## src/rtl/clk_div_pkg.sv

```systemverilog
`default_nettype none
// ============================================================================
// Module      : clk_div_pkg
// Description : Shared types and helpers for the integer clock divider.
//               Holds the default ratio width, the ratio and counter types,
//               and the half-ratio helper used by the divider counter.
// Revision    : 1.0 - initial release
// ============================================================================
package clk_div_pkg;

    // Default width of the division ratio input.
    localparam int RATIO_WD_DEF = 8;

    // Ratio word and counter word at the default width. The counter only
    // needs to reach N>>1, so it is one bit narrower than the ratio.
    typedef logic [RATIO_WD_DEF-1:0] ratio_t;
    typedef logic [RATIO_WD_DEF-2:0] cnt_t;

    // Length of the short phase of a period (floor(N/2)).
    function automatic cnt_t half_of(input ratio_t ratio);
        half_of = cnt_t'(ratio >> 1);
    endfunction

endpackage
`default_nettype wire

```

## src/rtl/clk_div_cnt.sv

```systemverilog
`default_nettype none
// ============================================================================
// Module      : clk_div_cnt
// Description : Phase counter and threshold compare for the clock divider.
//               Counts reference edges since the last toggle of the divided
//               clock and pulses o_toggle on the edge that ends a phase.
//
// Ports       : i_ref_clk     - reference clock, rising edge
//               i_rst         - synchronous active-high reset
//               i_act         - divider active; counter held at 0 otherwise
//               i_ratio       - effective division ratio N
//               i_short_phase - the short phase of an odd ratio is running
//               o_toggle      - end of the current phase (combinational)
// Revision    : 1.0 - initial release
// ============================================================================
module clk_div_cnt
    import clk_div_pkg::*;
#(
    parameter int RATIO_WD = RATIO_WD_DEF
) (
    input  logic                i_ref_clk,
    input  logic                i_rst,
    input  logic                i_act,
    input  logic [RATIO_WD-1:0] i_ratio,
    input  logic                i_short_phase,
    output logic                o_toggle
);

    localparam logic [RATIO_WD-2:0] c_cnt_one = {{(RATIO_WD-2){1'b0}}, 1'b1};

    logic [RATIO_WD-2:0] w_half;
    logic [RATIO_WD-2:0] w_thresh;
    logic                w_long_phase;
    logic [RATIO_WD-2:0] r_cnt;

    // At the package width the shared helper computes the half ratio; any
    // other width falls back to a plain slice.
    generate
        if (RATIO_WD == RATIO_WD_DEF) begin : g_half_pkg
            assign w_half = half_of(i_ratio);
        end else begin : g_half_slice
            assign w_half = i_ratio[RATIO_WD-1:1];
        end
    endgenerate

    // An odd ratio gets one extra reference cycle in the phase that is not
    // marked short (the low phase). Even ratios always use half-1, which
    // yields N/2 edges per phase because the count starts at 0.
    assign w_long_phase = i_ratio[0] && !i_short_phase;
    assign w_thresh     = w_long_phase ? w_half : (w_half - c_cnt_one);

    // Greater-or-equal rather than equality: if the ratio shrinks below the
    // current count mid-phase, the very next edge ends the phase instead of
    // letting the counter run on and wrap.
    assign o_toggle = i_act && (r_cnt >= w_thresh);

    always_ff @(posedge i_ref_clk) begin
        if (i_rst || !i_act) begin
            r_cnt <= '0;
        end else if (o_toggle) begin
            r_cnt <= '0;
        end else begin
            r_cnt <= r_cnt + c_cnt_one;
        end
    end

endmodule
`default_nettype wire

```

## src/rtl/clk_div_int.sv

```systemverilog
`default_nettype none
// ============================================================================
// Module      : clk_div_int
// Description : Programmable integer clock divider. o_div_clk is the
//               reference clock divided by i_div_ratio when enabled and the
//               ratio is at least 2; otherwise the reference clock is passed
//               straight through. Each divided period starts with its low
//               phase; odd ratios run the low phase one cycle longer.
//
// Ports       : i_ref_clk   - reference clock, all flops on its rising edge
//               i_rst       - synchronous active-high reset
//               i_clk_en    - 1 = divide, 0 = bypass
//               i_div_ratio - division ratio N (unsigned)
//               o_div_clk   - divided clock, or i_ref_clk in bypass
//
// Build macro : CLKDIV_RATIO_LATCH_EN - when defined, i_clk_en and
//               i_div_ratio are captured into shadow registers at reset, on
//               each rising toggle of the divided clock, and continuously
//               while the shadows describe bypass. Ratio changes then only
//               take effect on whole-period boundaries. When undefined the
//               inputs are used live.
// Revision    : 1.0 - initial release
// ============================================================================
module clk_div_int
    import clk_div_pkg::*;
#(
    parameter int RATIO_WD = RATIO_WD_DEF
) (
    input  logic                i_ref_clk,
    input  logic                i_rst,
    input  logic                i_clk_en,
    input  logic [RATIO_WD-1:0] i_div_ratio,
    output logic                o_div_clk
);

    localparam logic [RATIO_WD-1:0] c_ratio_one = {{(RATIO_WD-1){1'b0}}, 1'b1};

    logic                w_en_eff;
    logic [RATIO_WD-1:0] w_ratio_eff;
    logic                w_div_act;
    logic                w_toggle;
    logic                w_rise;

    logic                r_div_q;
    // Set while the high (short) phase of an odd ratio is running.
    logic                r_odd_flag;

`ifdef CLKDIV_RATIO_LATCH_EN
    logic                r_en_sh;
    logic [RATIO_WD-1:0] r_ratio_sh;
    logic                w_sh_act;
    logic                w_sh_load;

    // While the shadows say "bypass" the live inputs are used directly and
    // reloaded every edge, so leaving bypass starts counting on the same
    // edge as in the live build. Once dividing, only a rising toggle of the
    // divided clock (the period boundary) or reset refreshes them.
    assign w_sh_act    = r_en_sh && (r_ratio_sh > c_ratio_one);
    assign w_en_eff    = w_sh_act ? r_en_sh    : i_clk_en;
    assign w_ratio_eff = w_sh_act ? r_ratio_sh : i_div_ratio;
    assign w_sh_load   = i_rst || !w_sh_act || w_rise;

    always_ff @(posedge i_ref_clk) begin
        if (w_sh_load) begin
            r_en_sh    <= i_clk_en;
            r_ratio_sh <= i_div_ratio;
        end
    end
`else
    assign w_en_eff    = i_clk_en;
    assign w_ratio_eff = i_div_ratio;
`endif

    assign w_div_act = w_en_eff && (w_ratio_eff > c_ratio_one);

    clk_div_cnt #(
        .RATIO_WD      (RATIO_WD)
    ) u_cnt (
        .i_ref_clk     (i_ref_clk),
        .i_rst         (i_rst),
        .i_act         (w_div_act),
        .i_ratio       (w_ratio_eff),
        .i_short_phase (r_odd_flag),
        .o_toggle      (w_toggle)
    );

    // A toggle while low ends the low phase: the divided clock rises here.
    assign w_rise = w_toggle && !r_div_q;

    // On the rising toggle the high phase begins; for an odd ratio it is the
    // short one. The parity comes from i_div_ratio because that is the value
    // in force for the coming phase (it is also what the shadows capture on
    // this edge).
    always_ff @(posedge i_ref_clk) begin
        if (i_rst || !w_div_act) begin
            r_div_q    <= 1'b0;
            r_odd_flag <= 1'b0;
        end else if (w_toggle) begin
            r_div_q    <= !r_div_q;
            r_odd_flag <= w_rise && i_div_ratio[0];
        end
    end

    // The only combinational path to the output is this bypass mux.
    assign o_div_clk = w_div_act ? r_div_q : i_ref_clk;

endmodule
`default_nettype wire

```

## config.mk

```make
export PLATFORM = sky130hd
export DESIGN_NAME = clk_div_int
export DESIGN_NICKNAME = d
export VERILOG_FILES = /design/src/rtl/clk_div_pkg.sv /design/src/rtl/clk_div_cnt.sv /design/src/rtl/clk_div_int.sv
export SDC_FILE = /design/constraint.sdc
export NUM_CORES = 1
export LEC_CHECK = 0
export BUFFER_PORTS_ARGS = -buffer_cell sky130_fd_sc_hd__buf_2
export CAP_MARGIN = 5
export CORE_MARGIN = 2
export CORE_UTILIZATION = 48
export DETAILED_ROUTE_END_ITERATION = 8
export PLACE_DENSITY = 0.8
export SYNTH_ARGS = -nofsm -noshare
export SYNTH_HDL_FRONTEND = slang
export SYNTH_SLANG_ARGS = --single-unit
```

## constraint.sdc

```tcl
create_clock -name i_ref_clk -period 1.9 [get_ports i_ref_clk]
set_input_delay 0.19 -clock i_ref_clk [delete_from_list [all_inputs] [get_ports i_ref_clk]]
set_output_delay 0.19 -clock i_ref_clk [all_outputs]
set_load 0.05 [all_outputs]
```

==> run_summary.xml <==
<?xml version="1.0" encoding="UTF-8"?>
<metrics>
  <group name="timing">
    <metric name="fmax" unit="MHz">529</metric>
    <metric name="final_critical_path_setup_slack" unit="ps">10.8</metric>
    <metric name="worst_slew_margin_rel" unit="">0.748</metric>
    <metric name="worst_hold_slack" unit="ps">112</metric>
    <metric name="final_hold_violation_count" unit="">0</metric>
    <metric name="final_setup_fails" unit="">0</metric>
    <metric name="period_share" unit="">0.994</metric>
    <metric name="skew" unit="ps">1.59</metric>
    <metric name="period_minus_slack" unit="ps">1890</metric>
    <metric name="setup-tns-final" unit="ps">0</metric>
    <metric name="grt_setup_unrepaired" unit="">true</metric>
    <metric name="max_slew.worst_pin.slew" unit="ps">378</metric>
    <metric name="number_of_pins_exceeding_their_max_slew_limit_in_the_final_report" unit="">0</metric>
  </group>
  <group name="drt">
    <metric name="final_routed_wirelength_across_all_metal_layers" unit="µm">1430</metric>
    <metric name="drt_pass1_iterations" unit="">4</metric>
    <metric name="vias_per_cell" unit="">5.33</metric>
    <metric name="starting_drt_drc_count" unit="">8</metric>
    <metric name="via_count" unit="">597</metric>
    <metric name="detail_route.drc_violations" unit="">0</metric>
    <metric name="drt-wirelength-per-cell" unit="µm">12.7</metric>
    <metric name="ant_nets" unit="">0</metric>
  </group>
  <group name="logic_synthesis">
    <metric name="synth_cell_types" unit="">27</metric>
    <metric name="synth_area" unit="µm²">696</metric>
    <metric name="netlist.area_leader.share" unit="">0.259</metric>
    <metric name="post_synth_main_area_contributors" unit="">sky130_fd_sc_hd__dfxtp_1 (26%), sky130_fd_sc_hd__ha_1 (16%), sky130_fd_sc_hd__xor2_1 (7.6%), sky130_fd_sc_hd__xnor2_1 (6.3%), sky130_fd_sc_hd__nor2_1 (4.9%)</metric>
    <metric name="avgSynthCellArea" unit="µm²">9.40</metric>
    <metric name="simple_gate_share_of_the_synthesized_area" unit="">0.201</metric>
    <metric name="synth_top_family_by_area" unit="">simple AND/OR/NAND/NOR gates</metric>
    <metric name="synth_compound_gate_area_share" unit="">0.165</metric>
    <metric name="ys.warnings.count" unit="">0</metric>
    <metric name="synthesized_instance_count" unit="">74</metric>
    <metric name="xor_xnor_cell_area_share_of_the_yosys_netlist" unit="">0.138</metric>
    <metric name="yosys_register_bits" unit="">9</metric>
    <metric name="syn_nets" unit="">94</metric>
    <metric name="post-synth-top-area-cell" unit="">sky130_fd_sc_hd__dfxtp_1</metric>
    <metric name="synth.yosys.seq_area_share" unit="">0.259</metric>
    <metric name="post_synth_fa_ha_maj_area_fraction" unit="">0.162</metric>
    <metric name="yosys-mux-area-fraction" unit="">0.0450</metric>
  </group>
  <group name="critical_path">
    <metric name="cp_cell_sequence" unit="">nand2b_4 -&gt; xnor2_2 -&gt; ha_1 -&gt; nand2b_4 -&gt; a2111oi_4 -&gt; o21a_2 -&gt; mux2i_1</metric>
    <metric name="cpMaxStageDelayCell" unit="">sky130_fd_sc_hd__a2111oi_4</metric>
    <metric name="cp.required" unit="ps">2200</metric>
    <metric name="critical_path.endpoint_type" unit="">flip-flop</metric>
    <metric name="worstSetupStartpoint" unit="">r_odd_flag</metric>
    <metric name="critical_path_arrival" unit="ps">2190</metric>
    <metric name="setup.worst_path.start_class" unit="">flip-flop</metric>
    <metric name="crit_path_frequent_cell" unit="">sky130_fd_sc_hd__nand2b_4</metric>
    <metric name="worst-setup-path-type" unit="">reg2reg</metric>
    <metric name="timing.rr.start" unit="">r_odd_flag</metric>
    <metric name="crit_path_max_incr_delay" unit="ps">330</metric>
    <metric name="largest_fanout_of_any_net_on_the_critical_path" unit="">7</metric>
  </group>
  <group name="final_layout">
    <metric name="fillCellCount" unit="">116</metric>
    <metric name="flow.area_growth_from_synthesis" unit="%">31.3</metric>
    <metric name="layout.core_utilization" unit="">0.685</metric>
    <metric name="drive_gt1_frac" unit="">0.392</metric>
    <metric name="final_nets" unit="">118</metric>
    <metric name="antenna_cells_inserted" unit="">0</metric>
  </group>
  <group name="run_status">
    <metric name="run_status" unit="">completed</metric>
  </group>
  <group name="global_route">
    <metric name="grt_pass1_vias" unit="">602</metric>
    <metric name="grt_overflow" unit="">0</metric>
    <metric name="grt_first_pass_wirelength" unit="µm">2600</metric>
    <metric name="grt_max_degree" unit="">8</metric>
    <metric name="grt_antenna_before_repair" unit="">0</metric>
    <metric name="grt.total_usage" unit="">0.201</metric>
  </group>
  <group name="placed_design">
    <metric name="final_hpwl_from_detailed_placement" unit="µm">1090</metric>
    <metric name="preCtsSetupSlack" unit="ps">-157</metric>
    <metric name="routabilityCongestion" unit="">0.807</metric>
    <metric name="io_buffer_count" unit="">11</metric>
  </group>
  <group name="power_and_ir_drop">
    <metric name="power.total" unit="mW">0.603</metric>
    <metric name="power.density_cell_area" unit="mW/mm²">660</metric>
    <metric name="leakage" unit="nW">0.423</metric>
    <metric name="vdd_drop_max" unit="mV">0.574</metric>
  </group>
  <group name="min_path">
    <metric name="start_point_of_the_worst_min_delay_path" unit="">i_div_ratio[0]</metric>
    <metric name="path_category_of_the_worst_min_delay_check" unit="">in2reg</metric>
  </group>
  <group name="clock_tree">
    <metric name="clock_insertion_delay_at_the_later_pin_of_the_skew_report" unit="ps">380</metric>
    <metric name="cts_tree" unit="">built</metric>
    <metric name="clkSlewWorstSetupHoldPaths" unit="ps">60</metric>
    <metric name="cts-hold-fix-buffers" unit="">0</metric>
  </group>
  <group name="job">
    <metric name="timing.max_cap.violations" unit="">0</metric>
  </group>
  <group name="die">
    <metric name="core" unit="mm²">0.00133</metric>
    <metric name="boundaryPins" unit="">12</metric>
    <metric name="initial_core_util" unit="">0.522</metric>
    <metric name="die_height" unit="µm">42.1</metric>
    <metric name="num_rows" unit="">13</metric>
    <metric name="fp.dieArea" unit="mm²">0.00177</metric>
    <metric name="fp.dieW" unit="µm">42.1</metric>
  </group>
</metrics>
[state kept, by name, summed over array words and instances, names as in the netlist]
name	count
r_odd_flag	1
r_div_q	1
u_cnt.r_cnt	7
[path summary, 6_finish.rpt]
path                         end  slack [ps]  cells past startpoint
hold reg to reg   u_cnt.r_cnt[0]         470                      1
setup / recovery      r_odd_flag          10                      7
setup reg to reg      r_odd_flag          10                      7
hold / removal        r_odd_flag         110                      3
[cells in the mapped netlist (all sizes together)]
cell     instances
xnor2            5
o2111ai          1
o211ai           1
ha               9
o21a             2
nor2             9
a21oi            1
nand3b           1
dfxtp            9
mux2i            2
a31oi            1
a2111oi          1
nand3            4
nor3             2
mux2             1
nand2            5
a311oi           1
o21ai            1
nand2b           3
inv              4
xor2             6
a21o             1
and3             3
clkbuf           1
[area by class of cell]
| cell class | count | area [µm²] | share of cell area |
|---|---|---|---|
| Timing Repair Buffer | 16 | 95.1 | 0.104 |
| Multi-Input combinational cell | 60 | 549 | 0.601 |
| Tap cell | 15 | 18.8 | 0.0205 |
| Sequential cell | 9 | 181 | 0.199 |
| Inverter | 4 | 15.0 | 0.0164 |
| Clock buffer | 8 | 53.8 | 0.0589 |
[layout by cell type (no fill, tap or decap), drive strengths merged, types with 2 or more instances in the layout]
cell type	synthesis	routed
nor3	2	2
dfxtp	9	9
xor2	6	6
nor2	9	9
mux2i	2	2
buf	0	17
inv	4	4
o21a	2	2
clkbuf	1	7
xnor2	5	5
nand3	4	4
nand2	5	5
nand2b	3	3
and3	3	3
ha	9	9
[kinds of logic after synthesis]
kind of cell / count (synthesis)
mux: 3
compound gates: 10
simple gates: 27
flops: 9
buf+inv: 5
fa+ha+maj: 9
xor+xnor: 11
[routing by layer]
metal,track usage,part of all wire
met1,0.228,0.41
met3,0.0690,0.035
met2,0.309,0.53
met4,0.150,0.022
met5,0,0
[report_power, final]
group	internal, mW	leakage [nW]	switching, mW	total, mW
Sequential	0.191	0.0733	0.00215	0.193
Combinational	0.0535	0.311	0.0527	0.106
Clock	0.167	0.0383	0.137	0.304
Total	0.412	0.423	0.191	0.603
[worst max-delay path, delay by kind of cell (launching register included)]
kind	cells	cell delay [ps]
AO/OA/AOI/OAI	2	560
AND/OR/NAND/NOR	2	330
flip-flops	1	320
adder cells (fa/ha/maj)	1	260
multiplexers	1	190
XOR/XNOR	1	150
[per-stage QoR]
step           cells  area (µm²)
2_1_floorplan     74         696
3_3_place_gp     104         802
3_5_place_dp     104         802
4_1_cts          111         881
5_1_grt          112         913
6_report         112         913
[what timing repair did]
item | 4_1_cts | 5_1_grt
pin swaps | 2 | 8
buffers inserted | 0 | 1
resized for setup | 6 | 6
gates cloned | 0 | 0
setup endpoints to repair | 9 | 9
Power figures use the tool's default switching activity.
